===== src/rtl/rom_search_ctrl_if.sv =====
// Bus bundle between the search controller, the ROM macro and the display/key side.
// The controller takes the slave view; whoever drives keys and models the ROM takes master.
interface rom_search_ctrl_if #(
   parameter int ADDR_W = 8,
   parameter int DATA_W = 16
);
   logic              start;
   logic              mode;
   logic [ADDR_W-1:0] rom_addr;
   logic [DATA_W-1:0] rom_q;
   logic [DATA_W-1:0] result;
   logic [ADDR_W-1:0] result_addr;
   logic              busy;
   logic              finished;

   modport slave (
      input  start, mode, rom_q,
      output rom_addr, result, result_addr, busy, finished
   );

   modport master (
      output start, mode, rom_q,
      input  rom_addr, result, result_addr, busy, finished
   );
endinterface


===== src/rtl/rom_search_ctrl.sv =====
// ROM max/min search sequencer: walks addresses 0..DEPTH-1, tracks the read
// latency with a (valid, address) shift register and keeps the best word seen.
module rom_search_ctrl #(
   parameter int ADDR_W  = 8,
   parameter int DATA_W  = 16,
   parameter int DEPTH   = 256,
   parameter int ROM_LAT = 1
) (
   input  logic                clk,
   input  logic                rst_a_p,
   rom_search_ctrl_if.slave    bus
);

   // Termination is an explicit compare, so DEPTH = 2^ADDR_W never relies on wrap.
   localparam logic [ADDR_W-1:0] LAST = ADDR_W'(DEPTH - 1);

   typedef enum logic [1:0] {IDLE, SCAN, DRAIN, DONE} state_t;

   state_t                          state_q, state_d;
   logic [ADDR_W-1:0]               rom_addr_q, rom_addr_d;
   logic [DATA_W-1:0]               result_q, result_d;
   logic [ADDR_W-1:0]               res_addr_q, res_addr_d;
   logic                            busy_q, busy_d;
   logic                            fin_q, fin_d;
   logic                            mode_q, mode_d;
   logic                            start_d_q;
   logic [ROM_LAT-1:0]              vld_q;
   logic [ROM_LAT-1:0][ADDR_W-1:0]  apipe_q;

   logic              start_edge;
   logic              issue;
   logic              tail_vld;
   logic [ADDR_W-1:0] tail_addr;
   logic              better;

   assign start_edge = bus.start & ~start_d_q;
   assign issue      = (state_q == SCAN);
   assign tail_vld   = vld_q[ROM_LAT-1];
   assign tail_addr  = apipe_q[ROM_LAT-1];
   // Strict compare: on ties the earlier (lower) address is kept.
   assign better     = mode_q ? (bus.rom_q < result_q) : (bus.rom_q > result_q);

   // Next-state, address counter and best-value tracking.
   always_comb begin
      state_d    = state_q;
      rom_addr_d = rom_addr_q;
      result_d   = result_q;
      res_addr_d = res_addr_q;
      busy_d     = busy_q;
      fin_d      = fin_q;
      mode_d     = mode_q;

      // Address 0 always loads so uniform ROMs report address 0.
      if (tail_vld && (better || tail_addr == '0)) begin
         result_d   = bus.rom_q;
         res_addr_d = tail_addr;
      end

      case (state_q)
         IDLE, DONE: begin
            if (start_edge) begin
               state_d    = SCAN;
               rom_addr_d = '0;
               mode_d     = bus.mode;
               result_d   = bus.mode ? '1 : '0;
               res_addr_d = '0;
               busy_d     = 1'b1;
               fin_d      = 1'b0;
            end
         end
         SCAN: begin
            if (rom_addr_q == LAST) state_d = DRAIN;
            else                    rom_addr_d = rom_addr_q + 1'b1;
         end
         DRAIN: begin
            if (tail_vld && tail_addr == LAST) begin
               state_d    = DONE;
               rom_addr_d = '0;
               busy_d     = 1'b0;
               fin_d      = 1'b1;
            end
         end
         default: state_d = IDLE;
      endcase
   end

   // State and datapath registers.
   always_ff @(posedge clk or posedge rst_a_p) begin
      if (rst_a_p) begin
         state_q    <= IDLE;
         rom_addr_q <= '0;
         result_q   <= '0;
         res_addr_q <= '0;
         busy_q     <= 1'b0;
         fin_q      <= 1'b0;
         mode_q     <= 1'b0;
         start_d_q  <= 1'b0;
      end else begin
         state_q    <= state_d;
         rom_addr_q <= rom_addr_d;
         result_q   <= result_d;
         res_addr_q <= res_addr_d;
         busy_q     <= busy_d;
         fin_q      <= fin_d;
         mode_q     <= mode_d;
         start_d_q  <= bus.start;
      end
   end

   // Read-tracking pipeline: tail lines up with rom_q for the same address.
   always_ff @(posedge clk or posedge rst_a_p) begin
      if (rst_a_p) begin
         vld_q   <= '0;
         apipe_q <= '0;
      end else begin
         vld_q[0]   <= issue;
         apipe_q[0] <= rom_addr_q;
         for (int i = 1; i < ROM_LAT; i++) begin
            vld_q[i]   <= vld_q[i-1];
            apipe_q[i] <= apipe_q[i-1];
         end
      end
   end

   assign bus.rom_addr    = rom_addr_q;
   assign bus.result      = result_q;
   assign bus.result_addr = res_addr_q;
   assign bus.busy        = busy_q;
   assign bus.finished    = fin_q;

endmodule


===== src/flat_wrapper.sv =====
// flat-port wrapper written by rule: the top's interface ports become plain ports
module rom_search_ctrl_flat 
#(
   parameter int ADDR_W  = 8,
   parameter int DATA_W  = 16,
   parameter int DEPTH   = 256,
   parameter int ROM_LAT = 1
)
  (clk, rst_a_p, bus_start, bus_mode, bus_rom_q, bus_rom_addr, bus_result, bus_result_addr, bus_busy, bus_finished);
  rom_search_ctrl_if #(.ADDR_W(ADDR_W), .DATA_W(DATA_W)) bus_i ();
  input  logic clk;
  input  logic rst_a_p;
  input wire logic [$bits(bus_i.start)-1:0] bus_start;
  input wire logic [$bits(bus_i.mode)-1:0] bus_mode;
  input wire logic [$bits(bus_i.rom_q)-1:0] bus_rom_q;
  output wire logic [$bits(bus_i.rom_addr)-1:0] bus_rom_addr;
  output wire logic [$bits(bus_i.result)-1:0] bus_result;
  output wire logic [$bits(bus_i.result_addr)-1:0] bus_result_addr;
  output wire logic [$bits(bus_i.busy)-1:0] bus_busy;
  output wire logic [$bits(bus_i.finished)-1:0] bus_finished;
  assign bus_i.start = bus_start;
  assign bus_i.mode = bus_mode;
  assign bus_i.rom_q = bus_rom_q;
  assign bus_rom_addr = bus_i.rom_addr;
  assign bus_result = bus_i.result;
  assign bus_result_addr = bus_i.result_addr;
  assign bus_busy = bus_i.busy;
  assign bus_finished = bus_i.finished;
  rom_search_ctrl #(.ADDR_W(ADDR_W), .DATA_W(DATA_W), .DEPTH(DEPTH), .ROM_LAT(ROM_LAT)) u_core (.clk(clk), .rst_a_p(rst_a_p), .bus(bus_i));
endmodule

===== config.mk =====
export PLATFORM = sky130hd
export DESIGN_NAME = rom_search_ctrl_flat
export DESIGN_NICKNAME = d
export VERILOG_FILES = /design/src/rtl/rom_search_ctrl_if.sv /design/src/rtl/rom_search_ctrl.sv /design/src/flat_wrapper.sv
export SDC_FILE = /design/constraint.sdc
export NUM_CORES = 1
export LEC_CHECK = 0
export ABC_CLOCK_PERIOD_IN_PS = 2500
export CAP_MARGIN = 20
export CORE_MARGIN = 1
export CORE_UTILIZATION = 51
export DETAILED_ROUTE_END_ITERATION = 8
export HOLD_SLACK_MARGIN = 0.06
export PLACE_DENSITY = 0.82
export SLEW_MARGIN = 20
export SYNTH_ARGS = -nofsm -noshare
export SYNTH_HDL_FRONTEND = slang
export SYNTH_SLANG_ARGS = --single-unit

===== constraint.sdc =====
create_clock -name clk -period 2.5 [get_ports clk]
set_input_delay 0.5 -clock clk [delete_from_list [all_inputs] [get_ports clk]]
set_output_delay 0.5 -clock clk [all_outputs]
set_load 0.01 [all_outputs]

# After elaboration in Yosys (flattened, before gate mapping)
# Index checks and enable logic that the tools add are counted.
# op_classes
n_bitwise	2
n_reduce_logical	11
eq_ne	9
n_addsub	1
magnitude_cmp	2
muxes	22
# op_table
cell	n
$mux W16	4
$mux W8	6
$pmux W8 S3	1
$eq A8 B8 Y1 const B	2
$gt A16 B16 Y1	1
$lt A16 B16 Y1	1
$reduce_and A3 Y1	3
$add A8 B1 Y8 const B	1
$logic_not A8 Y1	1
$mux W2	3
$pmux W2 S3	1
$mux W1	5
$eq A2 B2 Y1 const B	2
$ne A2 B1 Y1 const B	2
$ne A2 B2 Y1 const B	2
$pmux W1 S2	2
$eq A2 B1 Y1 const B	1
$logic_and A1 B1 Y1	2
$logic_not A2 Y1	1
$reduce_and A2 Y1	1
$reduce_bool A2 Y1	1
$reduce_or A2 Y1	1
$and A1 B1 Y1	1
$logic_or A1 B1 Y1	1
$not A1 Y1	1
# totals
input_bits	20
elab_cells	57
output_inout_bits	34
ff_bits	47

# Logic depth before layout (Yosys ltp)
# Gate-level depths: netlist (run 1).
# logic_depth
depth_word	7
depth_mapped	10
ltp_nobuf	9

# Worst setup path after synthesis (run 1)
# No wires, ideal clock.
# synth_timing
path_kind	input-to-reg
start	in bus_rom_q[15]
end	reg u_core.result_q[10] (netlist: u_core.bus.result[10])
path_stages	9
n_path_buf	1
arrival_ps	2236
required_time_ps	2359
setup_slack_ps	123
path_cell_list	ha_1 -> nand4_4 -> nor4_4 -> o21ai_2 -> nor4bb_4 -> a211o_2 -> buf_2 -> nand3_1 -> a31oi_1
# synth_between
elab_chain_cells	7
word_cells_on_any_way	8
# synth_rtl
element	line_no	source
start, declared	flat_wrapper.sv:15	input wire logic [$bits(bus_i.rom_q)-1:0] bus_rom_q;
$gt A16 B16 Y1 or $lt A16 B16 Y1 (tied branches)	rom_search_ctrl.sv:41	assign better = mode_q ? (bus.rom_q < result_q) : (bus.rom_q > result_q);
$mux W1 *	rom_search_ctrl.sv:41	
$logic_or A1 B1 Y1 *	rom_search_ctrl.sv:54	if (tail_vld && (better || tail_addr == '0)) begin
$logic_and A1 B1 Y1 *	rom_search_ctrl.sv:54	
$mux W16 *	rom_search_ctrl.sv:54	
$mux W16	rom_search_ctrl.sv:61	if (start_edge) begin
$mux W16 *	rom_search_ctrl.sv:59	case (state_q)
net u_core.result_d[10]	rom_search_ctrl.sv:21	logic [DATA_W-1:0] result_q, result_d;
end signal, assigned	rom_search_ctrl.sv:101	result_q <= result_d;
end, declared	rom_search_ctrl.sv:21	
# The timed path passes the listed nets; every way through them passes the cells marked *.
# A chain may end at the register's enable or synchronous reset.

# Worst setup path in the final report (run 1)
# layout_timing
start	in bus_rom_q[5]
end	reg u_core.result_q[15] (netlist: u_core.bus.result[15])
# The elaborated chain is that of the path after synthesis.

==> results of run 1 <==
## final timing paths
| kind | start | endpoint | slack (ps) |
|---|---|---|---|
| max in group asynchronous | rst_a_p | u_core.apipe_q[1] | 1380 |
| setup / recovery | bus_rom_q[5] | u_core.bus.result[15] | -70 |
| min in group asynchronous | rst_a_p | u_core.bus.result[12] | 550 |
| setup reg to reg | u_core.bus.result[5] | u_core.bus.result[15] | -60 |
| hold reg to reg | u_core.bus.rom_addr[7] | u_core.apipe_q[7] | 470 |
| hold / removal | u_core.bus.rom_addr[7] | u_core.apipe_q[7] | 470 |
## state kept, by name (all words and copies together), names as in the netlist
name	cells
u_core.bus.result_addr	8
u_core.state_q	2
u_core.bus.result	16
u_core.start_d_q	1
u_core.tail_vld	1
u_core.bus.rom_addr	8
u_core.mode_q	1
u_core.apipe_q	8
u_core.bus.busy	1
u_core.bus.finished	1
## cells by family after synthesis
logic type | count (synthesis) | share of synthesized area
buffers and inverters | 37 | 0.0635
XOR/XNOR | 4 | 0.0137
flip-flops | 47 | 0.459
adder cells (fa/ha/maj) | 20 | 0.0977
AO/OA/AOI/OAI | 77 | 0.204
multiplexers | 3 | 0.0132
AND/OR/NAND/NOR | 68 | 0.149
## layout make-up
class,instances,share of cell area
sequential,47,0.322
inverter,24,0.0246
clock inverter,1,0.00205
multi-input combinational,172,0.391
timing repair buffer,84,0.212
clock buffer,7,0.0264
tap,67,0.0229
## per-layer routing
layer | routed length (µm) | vias to the layer above
met4 | 291 | 0
met5 | 0 | -
li1 | - | 1084
met1 | 2760 | 1207
met2 | 4070 | 142
met3 | 418 | 37
## cell usage in the layout (no fill, tap or decap), types with 4 or more instances in the layout
cell type / netlist / layout
ha_1: 20 / 9
a21boi_1: 4 / 7
clkdlybuf4s15_1: 0 / 4
nand3_1: 28 / 27
a21oi_2: 0 / 4
o21ai_0: 13 / 11
nand2_1: 12 / 10
buf_6: 2 / 4
a21oi_1: 8 / 4
ha_4: 0 / 11
nand4_1: 4 / 4
inv_1: 24 / 21
nor2_1: 12 / 12
dlygate4sd2_1: 0 / 8
dfrtp_1: 47 / 47
o21ai_2: 2 / 4
o21ai_1: 15 / 14
clkdlybuf4s50_1: 0 / 39
clkbuf_8: 0 / 7
a31oi_1: 17 / 16
buf_4: 1 / 27
## power breakdown
| group | internal [mW] | switching (mW) |
|---|---|---|
| clock network | 0.252 | 0.255 |
| logic | 1.25 | 1.41 |
| registers | 0.998 | 0.209 |
| total | 2.50 | 1.88 |
## timing repair
item                                    CTS  global route
endpoints found under the setup margin   24            24
resized for setup                        34            22
buffers inserted                          0             6
cloned                                    1             0
pin swaps                                12            19
endpoints found under the hold margin     0             0
## metrics by stage
| step | utilization | hold slack (ps) |
|---|---|---|
| floorplan | - | 460 |
| global placement | 0.686 | 444 |
| detailed placement | 0.686 | 445 |
| CTS | 0.739 | 465 |
| finish | 0.764 | 468 |
| global route | 0.764 | 483 |
## worst register-to-register path: stages, from the launching register on
cell and delay, ps:
dfrtp_1 390, inv_2 70, ha_4 270, a21o_1 140, nand3_2 100, a2111oi_4 450, nand4b_1 230, buf_4 150
a211oi_4 50, buf_4 160, buf_6 130, o21ai_1 160, a31oi_1 130
==> summary.txt, run 1 <==
Routing
  – Via count: 2470
  – DRC violations left: 0
  – Antenna-violating nets left: 0
  – DRT Pass-1 Iters: 5
  – Routed WL per cell: 18.7 µm
  – Via density: 6.14
  – Initial DRC count: 194
  – Drt total wl: 7.54 mm

Timing
  – Clock skew: 11.8 ps
  – Period minus WS final: 2570 ps
  – Actual slew at the worst max-slew pin: 873 ps
  – Slew HR: 0.418
  – Tcrit/Tclk final: 1.03
  – Final setup viols: 17
  – RSZ-0062 raised after global routing: yes
  – Fmax: 389 MHz
  – Setup TNS: -545 ps
  – Slew Limit Fails: 0
  – Final Hold Fails: 0
  – PnR worst setup slack: -67.9 ps

Place
  – Dpl cells: 387
  – Post-Place Cell Area: 3280 µm²
  – DP Worst Slack: -567 ps
  – DP HPWL: 4.42 mm
  – Buffers added on ports: 53
  – Routability cong.: 0.759

Logic synthesis
  – Post-synth top area share: 0.459
  – Post-Syn Area: 2560 µm²
  – Share of flip-flops with an asynchronous set or reset: 1.00
  – Post-synth cell types: 40
  – Main synth FF type: dfrtp_1
  – Top post-synthesis cells by area: dfrtp_1 (46%), ha_1 (9.8%), nand3_1 (5.5%), a31oi_1 (4.2%), inv_1 (3.5%)
  – Syn Area/Cell: 10.0 µm²
  – Count leader, synth: dfrtp_1
  – Post-synthesis instance total: 256
  – Seq cells post-synth: 47
  – Synth cell count leaders: dfrtp_1 (47), nand3_1 (28), inv_1 (24)
  – Seq/Total Area, Yosys: 0.459
  – EDFF count, synth: 0
  – Syn_nets: 296
  – Synth area leader: dfrtp_1
  – Yosys warning total: 0

Worst setup path
  – Most frequent CP cell: buf_4
  – Critical path, cell by cell: clkdlybuf4s15_1, ha_4, a21o_1, nand3_2, a2111oi_4, nand4b_1, buf_4, a211oi_4, buf_4, buf_6, o21ai_1, a31oi_1
  – Levels on crit path: 12
  – Reg2reg path depth: 12
  – WP buf/inv: 4
  – Critical path arrival: 2740 ps
  – CP max stage cell: a2111oi_4
  – Slowest stage delay, CP: 450 ps
  – Required time of the critical path: 2670 ps
  – Startpoint types: input port
  – CP top delay family: compound AO/OA/AOI/OAI gates
  – Worst Path Class, Setup: input port to register
  – Critical Path End Type: register
  – CP Max Fanout: 5

CTS
  – CTS Buf Count: 5
  – Root Buffer: clkbuf_8
  – CTS tree: done
  – CTS Buffer Depth: 2
  – # hold bufs at CTS: 0
  – Clk Latency, worst-skew pair: 300 ps
  – Clk slew on worst S/H paths: 90 ps
  – H-tree levels: 2
  – Clock Sinks: 47

GRT
  – Met1 usage: 0.310
  – All-Layer GR Usage: 0.273
  – Global routing's busiest layer: met2
  – Vias in the first global route: 2371
  – Gr ovfl total: 0
  – Met3 usage: 0.0539
  – First-pass GRT wire length: 10.8 mm
  – Largest net degree at the start of global routing: 27
  – Met2 usage: 0.489
  – Initial antenna violation count: 0

Floorplan
  – Initial Utilization: 0.535
  – Die Width: 72.9 µm
  – IO Count: 54
  – Full die area: 5310 µm²
  – Core ar.: 4790 µm²
  – Std cell rows: 25
  – DIE HEIGHT: 72.9 µm

Run
  – Max_cap viols: 0

Power
  – Tot Pwr: 4.38 mW
  – Leak: 1.59 nW
  – Power Density: 1200 nW/µm²
  – Max VDD drop: 0.680 mV

Layout
  – Footprint of the multi-input gates: 1430 µm²
  – Layout cells sized above 1: 0.236
  – Fin area: 3650 µm²
  – Ant. Diodes: 0
  – Total Nets Final: 374
  – Layout area overhead: 42.7%
  – Register Area: 1180 µm²
  – Finished Layout Cells: 402
  – Fill count: 320

Worst hold path
  – Hold Crit Depth: 0
  – Tightest Hold Check Type: register to register

Run status
  – Status: finished, violations left
  – Failing checks: setup timing
Note: power is estimated with default switching activity, not from simulation.
==> run 2: changes to the inputs <==
Settings changed: CORE_MARGIN 1 to 3, MAX_ROUTING_LAYER set to met4.
==> summary.txt, run 2 (same netlist as run 1, synthesis figures left out) <==
Floorplan
  – Die Width: 76.9 µm
  – DIE HEIGHT: 76.9 µm
  – IO Count: 54
  – Std cell rows: 25
  – Full die area: 5910 µm²
  – Core ar.: 4790 µm²
  – Initial Utilization: 0.535

Worst setup path
  – Critical path arrival: 3000 ps
  – Startpoint types: input port
  – R2r endpoint: u_core.bus.result[13]
  – Worst Path Class, Setup: input port to register
  – CP Max Fanout: 7
  – Required time of the critical path: 2720 ps
  – Critical Path End Type: register
  – FF-to-FF Start: u_core.bus.result[12]
  – Reg2reg setup slack: -260 ps
  – Reg2reg path depth: 12
  – Critical Path Start: bus_rom_q[12]

CTS
  – Clk slew on worst S/H paths: 90 ps
  – CTS tree: done
  – Root Buffer: clkbuf_8
  – # hold bufs at CTS: 0
  – CTS Buffer Depth: 2
  – Clk Latency, worst-skew pair: 310 ps
  – H-tree levels: 2
  – Clock Sinks: 47
  – CTS Buf Count: 5

Timing
  – Fmax: 360 MHz
  – RSZ-0062 raised after global routing: yes
  – Slew Limit Fails: 0
  – PnR worst setup slack: -276 ps
  – Clock skew: 11.1 ps
  – Period minus WS final: 2780 ps
  – Slew HR: 0.377
  – Actual slew at the worst max-slew pin: 934 ps
  – Final Hold Fails: 0
  – Hold Slack: 465 ps
  – Final setup viols: 24
  – Tcrit/Tclk final: 1.11
  – Setup TNS: -4380 ps

Place
  – DP HPWL: 4.48 mm
  – Dpl cells: 385
  – DP Worst Slack: -536 ps
  – Buffers added on ports: 53
  – Post-Place Cell Area: 3290 µm²
  – Routability cong.: 0.857

GRT
  – Met1 usage: 0.288
  – Largest net degree at the start of global routing: 26
  – Vias in the first global route: 2513
  – Initial antenna violation count: 0
  – First-pass GRT wire length: 12.2 mm
  – Global routing's busiest layer: met2
  – All-Layer GR Usage: 0.270
  – Gr ovfl total: 0
  – Met2 usage: 0.468
  – Met3 usage: 0.0575

Routing
  – Antenna-violating nets left: 0
  – Routed WL per cell: 19.8 µm
  – Via count: 2590
  – Initial DRC count: 234
  – Via density: 6.23
  – Drt total wl: 8.23 mm
  – DRC violations left: 0
  – DRT Pass-1 Iters: 5

Run status
  – Failing checks: setup timing
  – Status: finished, violations left

Layout
  – Fill count: 280
  – Layout cells sized above 1: 0.276
  – Finished Layout Cells: 416
  – Commonest non-fill, non-tap cell in the layout: dfrtp_1
  – Max reg flops: 16
  – Layout area overhead: 50.0%
  – Final core utilization: 0.803
  – Fin area: 3840 µm²
  – Total Nets Final: 387
  – Commonest cells after routing, fill and taps aside: dfrtp_1 (47), clkdlybuf4s50_1 (38), buf_4 (37), nand3_1 (27), inv_1 (20)

Worst hold path
  – Hold Crit Depth: 0
  – Tightest Hold Check Type: register to register
  – Hold EP: u_core.apipe_q[4]
  – Hold path start: u_core.bus.rom_addr[4]

Power
  – Max VDD drop: 0.791 mV
  – Leak: 1.70 nW
  – Power Density: 1250 nW/µm²
  – Tot Pwr: 4.81 mW

Run
  – Max_cap viols: 0
[run 2: cell count changes in the layout (fill, tap and decap cells not counted), sizes merged]
cell | previous run | this run
clkbuf | 7 | 5
dlygate4sd2 | 8 | 10
a211o | 1 | 2
buf | 31 | 43
clkdlybuf4s15 | 4 | 2
bufinv | 0 | 2
clkdlybuf4s50 | 39 | 38
dlymetal6s2s | 2 | 3
diode | 0 | 1
[run 2: how the worst max path moves through the flow]
stage / end / slack (ps) / cells past startpoint
after floorplan: u_core.bus.result[10] / 120 / 9
after global placement: u_core.bus.result[1] / -460 / 9
after detailed placement: u_core.bus.result[7] / -540 / 9
after CTS: u_core.bus.result[0] / 20 / 12
after global routing: u_core.bus.result[13] / -350 / 11
final: u_core.bus.result[13] / -280 / 12
[run 2: area by class of cell]
| class | instances | area (µm²) | area share |
|---|---|---|---|
| Multi-Input combinational cell | 173 | 1460 | 0.381 |
| Sequential cell | 47 | 1180 | 0.306 |
| Timing Repair Buffer | 96 | 888 | 0.231 |
| Inverter | 24 | 90.1 | 0.0235 |
| Tap cell | 67 | 83.8 | 0.0218 |
| Clock buffer | 5 | 68.8 | 0.0179 |
| Clock inverter | 3 | 67.6 | 0.0176 |
| Antenna cell | 1 | 2.50 | 0.000651 |
[run 2: where the power goes]
part | internal (mW) | switching, mW
logic | 1.39 | 1.55
registers | 0.998 | 0.209
clock network | 0.399 | 0.272
total | 2.79 | 2.03
[run 2: routing by layer]
| metal | up-vias | routed length (µm) | share of wire |
|---|---|---|---|
| li1 | 1106 | - | - |
| met1 | 1256 | 3090 | 0.38 |
| met2 | 175 | 4200 | 0.51 |
| met3 | 53 | 566 | 0.069 |
| met4 | 0 | 369 | 0.045 |
| met5 | - | 0 | 0 |
[run 2: worst max-delay path, cell delays in order]
cell and delay, ps:
dlygate4sd2_1 280, ha_4 300, nand4_4 150, nor4_4 410, o21ai_2 120, buf_4 150, nor4bb_4 180, a211oi_4 260
buf_4 180, buf_6 130, o21ai_1 70, a31oi_1 260
[run 2: repair_timing]
| action | in CTS | in global routing |
|---|---|---|
| setup buffers | 6 | 16 |
| gates cloned | 2 | 1 |
| gates resized for setup | 33 | 29 |
| endpoints found under the setup margin | 24 | 24 |
| pin swaps | 17 | 30 |
==> run 3: changes to the inputs <==
Settings changed: TNS_END_PERCENT set to 100.
==> results of run 3 <==
No change in the layout: final DEF, timing and power equal those of run 2.
